--- src/rtl/ex_mem_skid_reg.sv ---
// EX/MEM stage register with a valid/ready handshake and a 2-entry skid buffer.
// Also provides a synchronous flush, control masking on bubbles and a saturating stall counter.
module ex_mem_skid_reg #(
    parameter int XLEN   = 32,
    parameter int REG_AW = 5,
    parameter int CTRL_W = 4,
    parameter int STAT_W = 16
) (
    input  logic              clk_i,
    input  logic              rst_i,
    input  logic              flush_i,
    input  logic              in_valid_i,
    output logic              in_ready_o,
    input  logic [XLEN-1:0]   pc_i,
    input  logic [XLEN-1:0]   alu_result_i,
    input  logic [XLEN-1:0]   rs2_data_i,
    input  logic [REG_AW-1:0] rd_addr_i,
    input  logic              zero_i,
    input  logic [CTRL_W-1:0] ctrl_i,
    output logic              out_valid_o,
    input  logic              out_ready_i,
    output logic [XLEN-1:0]   pc_o,
    output logic [XLEN-1:0]   alu_result_o,
    output logic [XLEN-1:0]   rs2_data_o,
    output logic [REG_AW-1:0] rd_addr_o,
    output logic              zero_o,
    output logic [CTRL_W-1:0] ctrl_o,
    output logic [STAT_W-1:0] stall_cnt_o
);

    typedef struct packed {
        logic [XLEN-1:0]   pc;
        logic [XLEN-1:0]   alu_result;
        logic [XLEN-1:0]   rs2_data;
        logic [REG_AW-1:0] rd_addr;
        logic              zero;
        logic [CTRL_W-1:0] ctrl;
    } entry_t;

    typedef enum logic [1:0] {
        EMPTY = 2'd0,
        FULL  = 2'd1,
        SKID  = 2'd2
    } state_t;

    state_t            state;
    entry_t            main_q;
    entry_t            skid_q;
    entry_t            in_entry;
    logic              accept;
    logic              pop;
    logic [STAT_W-1:0] stall_cnt;

    assign in_entry = {pc_i, alu_result_i, rs2_data_i, rd_addr_i, zero_i, ctrl_i};

    // Handshake flags depend only on the state register, never on out_ready_i.
    assign in_ready_o  = (state != SKID);
    assign out_valid_o = (state != EMPTY);
    assign accept      = in_valid_i & in_ready_o;
    assign pop         = out_valid_o & out_ready_i;

    always_ff @(posedge clk_i or negedge rst_i) begin
        if (!rst_i) begin
            state  <= EMPTY;
            main_q <= '0;
            skid_q <= '0;
        end else if (flush_i) begin
            state <= EMPTY;
        end else begin
            case (state)
                EMPTY: begin
                    if (accept) begin
                        main_q <= in_entry;
                        state  <= FULL;
                    end
                end
                FULL: begin
                    if (accept && pop) begin
                        main_q <= in_entry;
                    end else if (pop) begin
                        state <= EMPTY;
                    end else if (accept) begin
                        skid_q <= in_entry;
                        state  <= SKID;
                    end
                end
                SKID: begin
                    if (pop) begin
                        main_q <= skid_q;
                        state  <= FULL;
                    end
                end
                default: state <= EMPTY;
            endcase
        end
    end

    always_ff @(posedge clk_i or negedge rst_i) begin
        if (!rst_i) begin
            stall_cnt <= '0;
        end else if (out_valid_o && !out_ready_i && !flush_i && (stall_cnt != '1)) begin
            stall_cnt <= stall_cnt + {{(STAT_W-1){1'b0}}, 1'b1};
        end
    end

    assign pc_o         = main_q.pc;
    assign alu_result_o = main_q.alu_result;
    assign rs2_data_o   = main_q.rs2_data;
    assign rd_addr_o    = main_q.rd_addr;
    assign zero_o       = main_q.zero;
    assign ctrl_o       = main_q.ctrl & {CTRL_W{out_valid_o}};
    assign stall_cnt_o  = stall_cnt;

endmodule
--- config.mk ---
export PLATFORM = sky130hd
export DESIGN_NAME = ex_mem_skid_reg
export DESIGN_NICKNAME = d
export VERILOG_FILES = /design/src/rtl/ex_mem_skid_reg.sv
export SDC_FILE = /design/constraint.sdc
export NUM_CORES = 1
export LEC_CHECK = 0
export BUFFER_PORTS_ARGS = -buffer_cell sky130_fd_sc_hd__buf_2
export CAP_MARGIN = 20
export CORE_MARGIN = 1.5
export CORE_UTILIZATION = 50
export DETAILED_ROUTE_END_ITERATION = 10
export PLACE_DENSITY = 0.74
export SLEW_MARGIN = 20
export SYNTH_ARGS = -nofsm -noshare
export SYNTH_HDL_FRONTEND = slang
export SYNTH_SLANG_ARGS = --single-unit
export TNS_END_PERCENT = 100
--- constraint.sdc ---
create_clock -name clk_i -period 3.43 [get_ports clk_i]
set_input_delay 0.686 -clock clk_i [delete_from_list [all_inputs] [get_ports clk_i]]
set_output_delay 0.686 -clock clk_i [all_outputs]
set_load 0.005 [all_outputs]
Yosys cells after proc, flatten, opt, wreduce, memory -nomap -nowiden --
Cells that the tools add are included.
Operators by class: multiplexer cells 11, reduce and logical (&&, ||, !) cells 12, add/sub/neg operators 1, bitwise gates (word level) 6, equal/unequal tests 11
Operator list (number):
- 106-bit 2-to-1 mux | 3
- 106-bit case mux with 3 select lines | 1
- 16-bit by 1-bit adder with 16-bit output, second input constant | 1
- 16-bit != test, second input constant | 1
- 2-bit 2-to-1 mux | 6
- 5-bit AND reduction | 2
- 3-bit != test, second input constant | 3
- 2-bit != test, second input constant | 4
- 2-bit case mux with 3 select lines | 1
- 4-bit bitwise AND | 1
- 1-bit logical AND | 4
- 4-bit != test, second input constant | 1
- 4-bit AND reduction | 1
- 1-bit NOT | 3
- 3-bit nonzero test | 1
- 1-bit bitwise AND | 2
- 2-bit by 1-bit == test with 1-bit output, second input constant | 1
- 2-bit == test, second input constant | 1
- 1-bit zero test | 2
- 2-bit zero test | 1
- 2-bit nonzero test | 1
Word-level totals: register bits after elaboration 230, input port bits 111

Longest topological paths before layout --
word-level depth 7, depth in mapped cells 6, gate-level depth less buffers 5

Least setup slack after synthesis --
Ideal clock, no wire load.
path kind input to register, from in in_valid_i, to reg main_q, in the netlist alu_result_o[0], stages on the path 6, data arrival time 1.863 ns, slack 1.442 ns, setup time 0.125 ns, path buffers 2, path through nor2b_1 o21ai_1 a21oi_2 buf_4 buf_2 mux2_2
On the way: cells in the longest elaborated chain, start to end 4
Ends and longest elaborated chain:
- from (decl) | line 12 | input logic in_valid_i,
- 1-bit bitwise AND (*) | line 59 | assign accept = in_valid_i & in_ready_o;
- 1-bit logical AND | line 78 | if (accept && pop) begin
- 2-bit != test (no source line)
- 5-bit AND reduction (no source line) (*)
- to (signal assigned) | line 73 | main_q <= in_entry;
- to (signal assigned) | line 79 | main_q <= in_entry;
- to (signal assigned) | line 89 | main_q <= skid_q;
- to (decl) | line 47 | entry_t main_q;
Mark *: on every way between the ends. The rest lies on a longest branch, timed or not. A chain may end at the register's enable or synchronous reset.

Worst setup path in the final report --
from reg state[1], to out in_ready_o
On the way: cells in the longest elaborated chain, start to end 1
Ends and longest elaborated chain:
- from (decl) | line 46 | state_t state;
- from (signal assigned) | line 64 | state <= EMPTY;
- from (signal assigned) | line 68 | state <= EMPTY;
- from (signal assigned) | line 74 | state <= FULL;
- 2-bit != test | line 57 | assign in_ready_o = (state != SKID);
- to (decl) | line 13 | output logic in_ready_o,
No other way between the ends.

==> results.md <==
* Mapped Cells at 761
* Clk slew on worst S/H paths at 0.06 ns
* Power Density at 627.0 mW/mm^2
* Vias in the first global route at 6429
* DR pass1 iterations at 6
* All-Layer GR Usage at 0.1815
* Root Driver: clkbuf_16
* Die H at 151.1 microns
* Critical path fanouts, max at 48
* Min Clock Period, post-route at 2.488 ns
* DRC viols at 0
* Final Hold Viols at 0
* Count leader, synth: mux2_2
* Tightest Pin Transition at 1.020 ns
* Worst r2r path cells at 6
* #FFs+latches synth at 230
* Slowest stage delay, CP at 0.48 ns
* Total CTS buffers at 26
* Slew Viols, Final at 0
* RR Startpoint: stall_cnt_o[0]
* Hold buffer count at CTS at 0
* Fmax at 402.0 MHz
* Area contributors post-synth: dfrtp_1 52%, mux2_2 28%, buf_4 7.1%
* Row count at 53
* Crit. End Element: primary output
* Syn-to-layout area delta at 14.67%
* WP data required at 2.74 ns
* Final WL at 20610 microns
* First-pass GRT wire length at 32690 microns
* Leak pwr at 5.968 nW
* Crit path launch type: flip-flop
* First-iteration detailed-routing DRC count at 182
* Postcts setup bufs at 0
* Htree depth at 1
* GRT Residual Overflow at 0
* CTS tree: yes
* Sequential area share after synthesis at 0.5250
* YS warnings at 0
* Main synth FF type: dfrtp_1
* Fin crit share at 0.7253
* WL/cell at 17.33 microns
* Cts repair resizes at 0
* Synth async-reset ratio at 1.000
* Via density at 5.157
* Reg power frac at 0.470
* Synth top area share at 0.5250
* CORE AREA at 0.02129 sq mm
* I/O pins at 235
* CP max stage cell: dfrtp_1
* Largest net degree at the start of global routing at 89
* Crit path depth at 4
* Clk_lat worst skew at 0.52 ns
* Clock sink total at 230
* Crit-path cells: nor2b_4, buf_12, inv_1, buf_2
* Mapped Nets at 873
* Initial core utilization at 0.5150
* Setup TNS at 0 ns
* Layout fillers at 1710
* Yosys top cell by area: dfrtp_1
* Final setup vio count at 0
* Worst hold path class: primary input to asynchronous set/reset pin
* Unrepaired setup endpoints after global routing: false
* Status: completed
* Worst IR drop on VDD at 382.7 uV
* Flop2flop setup slack at 1.04 ns
* Commonest cells in the netlist: 268 x mux2_2, 230 x dfrtp_1, 104 x buf_4
* Die Wd at 151.1 microns
* Global placement routability congestion at 0.7736
* Antenna violations before repair at 1
* CTS max path bufs at 3
* Via Count at 6132
* Critical path's top delay family: buffers and inverters
* Sw Pwr at 0.001880 W
* Worst Skew at 0.01592 ns
* Max-cap viol count at 0
* Switch share at 0.2386
* Int Power at 0.006001 W
* Port Buffers at 234
* Combinational fraction of design power at 0.176
* Routed Antenna Nets at 0
* Worst flop-to-flop path endpoint: stall_cnt_o[1]
* N_diodes at 0
* Clk pwr share at 0.355
* Die footprint at 0.02282 sq mm
* Post-detail-place hpwl at 13250 microns
* Synthesized area at 0.01096 sq mm
* Number of synthesized flops with an enable pin at 0
* Post-layout util at 0.5905
* Relative max-transition margin at 0.3158
* Crit path buf inv count at 3
* Number of library cell types mapped by synthesis at 32
* Critical path class: flip-flop to primary output
* Crit path DAT at 1.80 ns
* Nets at 1007
* Mean Syn Cell Area at 14.41 sq um
* Ratio of cells with drive above 1 in the final layout at 0.6510
placed cells by master, fill, tap and decap left out:
| cell | count |
|---|---|
| a21boi_0 | 1 |
| a21oi_1 | 2 |
| a21oi_4 | 1 |
| and3_1 | 2 |
| and4_1 | 1 |
| buf_12 | 7 |
| buf_2 | 233 |
| buf_4 | 3 |
| buf_8 | 1 |
| bufinv_16 | 1 |
| clkbuf_1 | 8 |
| clkbuf_16 | 27 |
| clkbuf_8 | 11 |
| dfrtp_1 | 230 |
| ha_1 | 1 |
| inv_1 | 3 |
| mux2_1 | 11 |
| mux2_2 | 268 |
| mux2_4 | 40 |
| nand2_1 | 7 |
| nand3_1 | 5 |
| nand3b_1 | 1 |
| nand4_1 | 3 |
| nor2_1 | 5 |
| nor2b_1 | 5 |
| nor2b_4 | 1 |
| nor3_1 | 6 |
| nor3b_1 | 3 |
| nor4_1 | 4 |
| nor4_2 | 1 |
| nor4b_1 | 1 |
| o211ai_1 | 1 |
| o21ai_1 | 2 |
| o22a_1 | 1 |
| or3_4 | 1 |
| or4b_1 | 1 |
| xor2_1 | 15 |
stage by stage:
| stage | hold WS (ns) | cells | power, W | worst slack (ns) | area [sq um] |
|---|---|---|---|---|---|
| 6_report | 0.1215 | 1189 | 0.007882 | 0.9423 | 12570 |
| 5_1_grt | 0.1685 | 1189 | 0.008305 | 0.8338 | 12570 |
| 4_1_cts | 0.1529 | 1189 | 0.007992 | 0.9092 | 12570 |
| 3_5_place_dp | 0.4695 | 1142 | 0.005140 | 1.102 | 11680 |
| 3_3_place_gp | 0.4630 | 1142 | 0.005073 | 1.148 | 11680 |
| 2_1_floorplan | 0.3904 | 761 | 0.004850 | 1.442 | 10960 |
metal layers:
layer,vias to the layer above,share of wire,wire (microns),track usage
met5,-,0.00049,10,0
met4,2,0.026,529,0.05583
met3,34,0.052,1077,0.03976
met2,151,0.50,10270,0.3155
met1,3113,0.42,8726,0.2256
li1,2832,-,-,-
worst max path at each step:
| stage | slack, ns | startpoint | to |
|---|---|---|---|
| detailed placement | 1.10 | stall_cnt_o[0] | stall_cnt_o[1] |
| floorplan | 1.44 | in_valid_i | alu_result_o[0] |
| global route | 0.83 | state[1] | in_ready_o |
| CTS | 0.91 | state[1] | in_ready_o |
| global placement | 1.15 | in_valid_i | skid_q[13] |
| finish | 0.94 | state[1] | in_ready_o |
cells by family (layout without fill, tap and decap cells):
kind of cell    after synthesis  in the layout  synth area share
buf+inv                     141            294           0.09107
simple gates                 47             47           0.02465
mux                         319            319            0.3414
fa+ha+maj                     1              1          0.001141
xor+xnor                     15             15           0.01198
flops                       230            230            0.5250
compound gates                8              8          0.004794
cell type report:
class | instances | area (sq um) | share of cell area
flip-flops and latches | 230 | 5756 | 0.4578
multi-input cells | 390 | 4229 | 0.3364
repair buffers | 244 | 1344 | 0.1069
clock buffers | 46 | 857.1 | 0.06818
well taps | 275 | 344.1 | 0.02737
clock inverters | 1 | 30.03 | 0.002389
inverters | 3 | 11.26 | 0.0008958
state kept, by name (all words and copies together) (netlist names):
| register | flops |
|---|---|
| alu_result_o | 32 |
| main_q | 4 |
| pc_o | 32 |
| rd_addr_o | 5 |
| rs2_data_o | 32 |
| skid_q | 106 |
| stall_cnt_o | 16 |
| state | 2 |
| zero_o | 1 |
power groups by stage:
| stage | logic (W) | registers (W) | clock network [W] |
|---|---|---|---|
| 2_1_floorplan | 0.00121 | 0.00364 | 0 |
| 3_3_place_gp | 0.00136 | 0.00371 | 0 |
| 3_5_place_dp | 0.00141 | 0.00373 | 0 |
| 4_1_cts | 0.00141 | 0.00370 | 0.00288 |
| 5_1_grt | 0.00152 | 0.00379 | 0.00300 |
| 6_report | 0.00138 | 0.00370 | 0.00280 |
Power figures use the tool's default switching activity.
